## src/rtl/filtro_gauss_5x5.sv

```systemverilog
// 5x5 binomial Gaussian filter over a latched 5x8 pixel window; one output pixel per cycle.
// Build option: define FILTRO_REDONDEO_EN for round-half-up instead of truncation.
module filtro_gauss_5x5 (
  input  logic        clk,
  input  logic        reset,
  input  logic        iniciar,
  input  logic [2:0]  fila_superior,
  input  logic [63:0] fila_1,
  input  logic [63:0] fila_2,
  input  logic [63:0] fila_3,
  input  logic [63:0] fila_4,
  input  logic [63:0] fila_5,
  output logic        ocupado,
  output logic        valido,
  output logic [31:0] datos_salida
);

  localparam int unsigned BITS_PIXEL   = 8;
  localparam int unsigned PIXELES_FILA = 8;
  localparam int unsigned PIXELES_SAL  = PIXELES_FILA - 4;
  localparam int unsigned NUM_FILAS    = 5;

  typedef enum logic [1:0] {
    StReposo,
    StCalculo,
    StEntrega
  } estado_t;

  estado_t state_q, state_d;

  logic [BITS_PIXEL-1:0] win_q     [NUM_FILAS][PIXELES_FILA];
  logic [BITS_PIXEL-1:0] win_d     [NUM_FILAS][PIXELES_FILA];
  logic [BITS_PIXEL-1:0] win_nueva [NUM_FILAS][PIXELES_FILA];
  logic [BITS_PIXEL-1:0] res_q     [PIXELES_SAL];
  logic [BITS_PIXEL-1:0] res_d     [PIXELES_SAL];
  logic [1:0]            col_q, col_d;
  logic [31:0]           datos_q, datos_d;

  logic [63:0]           filas_in [NUM_FILAS];
  logic [2:0]            top;
  logic [2:0]            base;
  logic [15:0]           h_fila [NUM_FILAS];
  logic [15:0]           suma;
  logic [BITS_PIXEL-1:0] px;
  logic                  carga;

  // Binomial weight [1 4 6 4 1] applied as shifts; k is the tap index 0..4.
  function automatic logic [15:0] pond(input logic [2:0] k, input logic [15:0] x);
    logic [15:0] y;
    case (k)
      3'd1, 3'd3: y = x << 2;
      3'd2:       y = (x << 2) + (x << 1);
      default:    y = x;
    endcase
    return y;
  endfunction

  assign filas_in[0] = fila_1;
  assign filas_in[1] = fila_2;
  assign filas_in[2] = fila_3;
  assign filas_in[3] = fila_4;
  assign filas_in[4] = fila_5;

  // Out-of-range top indices behave as row 0.
  assign top = (fila_superior > 3'd4) ? 3'd0 : fila_superior;

  // Reorder incoming rows so window row 0 is always the topmost (oldest) row.
  always_comb begin
    for (int r = 0; r < NUM_FILAS; r++) begin
      int unsigned idx;
      idx = int'(top) + r;
      if (idx >= NUM_FILAS) idx = idx - NUM_FILAS;
      for (int p = 0; p < PIXELES_FILA; p++) begin
        win_nueva[r][p] = filas_in[idx][(63 - BITS_PIXEL * p) -: BITS_PIXEL];
      end
    end
  end

  assign base = {1'b0, col_q};

  // Separable sum: horizontal pass per row, then vertical pass over row sums.
  always_comb begin
    suma = '0;
    for (int r = 0; r < NUM_FILAS; r++) begin
      h_fila[r] = '0;
      for (int c = 0; c < 5; c++) begin
        h_fila[r] = h_fila[r] + pond(3'(c), 16'(win_q[r][base + 3'(c)]));
      end
      suma = suma + pond(3'(r), h_fila[r]);
    end
  end

`ifdef FILTRO_REDONDEO_EN
  assign px = 8'((suma + 16'd128) >> 8);
`else
  assign px = 8'(suma >> 8);
`endif

  assign carga = iniciar && (state_q != StCalculo);

  always_comb begin
    state_d = state_q;
    case (state_q)
      StReposo:  if (iniciar) state_d = StCalculo;
      StCalculo: if (col_q == 2'd3) state_d = StEntrega;
      StEntrega: state_d = iniciar ? StCalculo : StReposo;
      default:   state_d = StReposo;
    endcase
  end

  always_comb begin
    win_d   = win_q;
    res_d   = res_q;
    col_d   = col_q;
    datos_d = datos_q;
    if (carga) begin
      win_d = win_nueva;
      col_d = '0;
    end else if (state_q == StCalculo) begin
      res_d[col_q] = px;
      col_d        = col_q + 2'd1;
      // Last column goes straight into the output word alongside earlier results.
      if (col_q == 2'd3) datos_d = {res_q[0], res_q[1], res_q[2], px};
    end
  end

  always_ff @(posedge clk or posedge reset) begin
    if (reset) begin
      state_q <= StReposo;
      win_q   <= '{default: '0};
      res_q   <= '{default: '0};
      col_q   <= '0;
      datos_q <= '0;
    end else begin
      state_q <= state_d;
      win_q   <= win_d;
      res_q   <= res_d;
      col_q   <= col_d;
      datos_q <= datos_d;
    end
  end

  assign ocupado      = (state_q == StCalculo);
  assign valido       = (state_q == StEntrega);
  assign datos_salida = datos_q;

endmodule

```

## config.mk

```make
export PLATFORM = sky130hd
export DESIGN_NAME = filtro_gauss_5x5
export DESIGN_NICKNAME = d
export VERILOG_FILES = /design/src/rtl/filtro_gauss_5x5.sv
export SDC_FILE = /design/constraint.sdc
export NUM_CORES = 2
export LEC_CHECK = 0
export CAP_MARGIN = 10
export CELL_PAD_IN_SITES_DETAIL_PLACEMENT = 1
export CELL_PAD_IN_SITES_GLOBAL_PLACEMENT = 2
export CORE_MARGIN = 4
export CORE_UTILIZATION = 37
export DETAILED_ROUTE_END_ITERATION = 10
export PLACE_DENSITY_LB_ADDON = 0.1
export SETUP_SLACK_MARGIN = 0.4
export SKIP_CTS_REPAIR_TIMING = 1
export SLEW_MARGIN = 20
export SYNTH_ARGS = -nofsm -noshare
export SYNTH_HDL_FRONTEND = slang
export SYNTH_SLANG_ARGS = --single-unit
```

## constraint.sdc

```tcl
create_clock -name clk -period 18.4 [get_ports clk]
set_input_delay 3.68 -clock clk [delete_from_list [all_inputs] [get_ports clk]]
set_output_delay 3.68 -clock clk [all_outputs]
set_load 0.01 [all_outputs]
```

==> impl_metrics.tcl <==
set metrics [dict create \
    drive_above_1_share 0.115 \
    final_util 0.425 \
    first_iter_violations 5842 \
    synthArstFlopShare 1.00 \
    grt_max_degree 189 \
    crit_type "reg2reg" \
    wire_per_inst_um 37.1 \
    htreeDepth 2 \
    die_h_um 348 \
    reg2reg_slack_ps 6120 \
    final.setup.worst_slack_ps 6120 \
    arrival_ps 12840 \
    syn_inst 5082 \
    via_count 44739 \
    status "finished, final reports clean" \
    syn-cell-area_mm2 0.0428 \
    hp-start "res_q[15]" \
    critPathRequiredTime_ps 18960 \
    route.detailed.drc 0 \
    cp_common_cell "fa_1" \
    slew_violations 0 \
    hold_path.class "reg2reg" \
    gr-usage-all-layers 0.396 \
    area_growth_pct 13.6 \
    dr.pass1.iters 6 \
    die_area_mm2 0.121 \
    path_max_fanout 66 \
    worst_slew_pin_slew_ps 1240 \
    layout.nets 5659 \
    synth_flop_cell "dfrtp_1" \
    fin_crit_sh 0.668 \
    yosysWarningCount 0 \
    critical_path.max_stage_delay_ps 1030 \
    synth.most_common_cell "nand2_1" \
    min_period_ps 12280 \
    clock-sinks 380 \
    skew_ps 25.1 \
    clkLatencyLatePin_ps 670 \
    cts_tree "yes" \
    synth-seq-cells 380 \
    yosys.area.top_type_share 0.222 \
    r2r_cells 32 \
    worstSetupStartpoint "col_q[1]" \
    post-place-cells 6507 \
    dpl.hpwl_mm 179 \
    cts_buffer_depth 3 \
    wl_mm 245 \
    ys_seq_area_frac 0.222 \
    grt_pass1_wl_mm 347 \
    gr-total-overflow 0 \
    cts-root-buf "clkbuf_16" \
    grt_pass1_vias 43485 \
    synth_cell_types 66 \
    synth_area_per_cell_um2 8.42 \
    hold_viol_final 0 \
    postRouteAntennaNets 0 \
    synth_fp_nets 5695 \
    finalSetupViolCount 0 \
    rsz0062_at_grt "false" \
    die_w_um 348 \
    fin_cells 6616 \
    core.rowCount 124 \
    synth_area_leaders "dfrtp_1 22%, mux4_2 13%, fa_1 9.2%, nand2_1 7.0%, o21ai_0 4.8%" \
    place_ws_ps 6090 \
    grt_antenna_before_repair 21 \
    r2r-start "col_q[1]" \
    core_mm2 0.115 \
    initial_core_util 0.374 \
    slew_headroom 0.176 \
    place.gp.congestion 1.04 \
    crit_slowest_cell "dfrtp_4" \
    clkTransAtPathRegs_ps 70 \
    portBuffers 359 \
    setup_tns_ps 0 \
    cp-end-kind "flip-flop" \
    vias_per_cell 6.76 \
    ioPinCount 360 \
    synth-edff-count 0 \
    cts_buffers 49 \
    synthTopCellsByCount "801 x nand2_1, 414 x o21ai_0, 380 x dfrtp_1" \
    synth_top_cell_by_area "dfrtp_1" \
    fmax_mhz 81.4 \
    maxCapViolCount 0 \
    crit_path_start_kind "flip-flop" \
    min_path_cells 2 \
]
-- kinds of logic (layout without fill, tap and decap cells) --
kind of cell | count (synthesis) | count (layout) | share of synthesized area
and+or+nand+nor | 1353 | 1353 | 0.132
AOI/OAI and AO/OA | 1702 | 1702 | 0.249
buffers and inverters | 831 | 832 | 0.0800
adders and majority gates | 290 | 290 | 0.119
xor gates and xnor gates | 40 | 40 | 0.00851
DFF | 380 | 380 | 0.222
muxes | 486 | 486 | 0.189
other | 0 | 21 | 0
-- layout by cell type (no fill, tap or decap), types with 83 or more instances in the layout --
cell type        count
a21oi_1            370
nor3_1              84
nand3_1            150
a22o_1             128
dfrtp_1            378
fa_1               197
clkdlybuf4s50_1    356
mux2i_1            152
a31oi_1             94
nand2_1            794
mux2_2              84
mux4_2             250
o21ai_0            414
ha_1                85
o22ai_1            327
buf_4               83
nor2_1             234
inv_1              296
-- stage by stage --
stage / instance area (µm²) / hold WS (ps)
after floorplan: 42800 / 439
after global placement: 46900 / 457
after detailed placement: 46900 / 466
after CTS: 48600 / 481
after global routing: 48600 / 523
final: 48600 / 470
-- critical path, delay by kind of cell, from the launching register on --
family                   cells  cell delay, ps
adder cells (fa/ha/maj)     13            5600
buffers and inverters        6            2130
AO/OA/AOI/OAI                7            1890
flip-flops                   1            1030
AND/OR/NAND/NOR              4             810
multiplexers                 1             430
XOR/XNOR                     1             230
-- flip-flops by register name (all words and copies together) (netlist names) --
name / count
res_q: 24
datos_salida: 32
win_q: 320
state_q: 2
col_q: 2
-- layout make-up --
cell class                      instances  area [µm²]
Antenna cell                           21        52.6
Clock buffer                           67        1390
Multi-Input combinational cell       3871       30100
Clock inverter                         21         267
Inverter                              301        1140
Tap cell                             1512        1890
Timing Repair Buffer                  443        4250
Sequential cell                       380        9520
Fill cell                           13320       65900
-- metal layers --
metal	vias up	track usage	wire length (µm)
met4	12	0.185	13600
met1	23042	0.555	103000
li1	18437	-	-
met5	-	0	80
met2	2719	0.556	99900
met3	529	0.123	29200
-- worst paths after layout --
path	endpoint
max	res_q[30]
min	res_q[15]
max reg2reg	res_q[30]
min reg2reg	res_q[15]
max in group asynchronous	win_q[113]
min in group asynchronous	win_q[299]
Power is not shown: default switching activity piles up to over one toggle a cycle in this logic, so the estimate is an artifact.
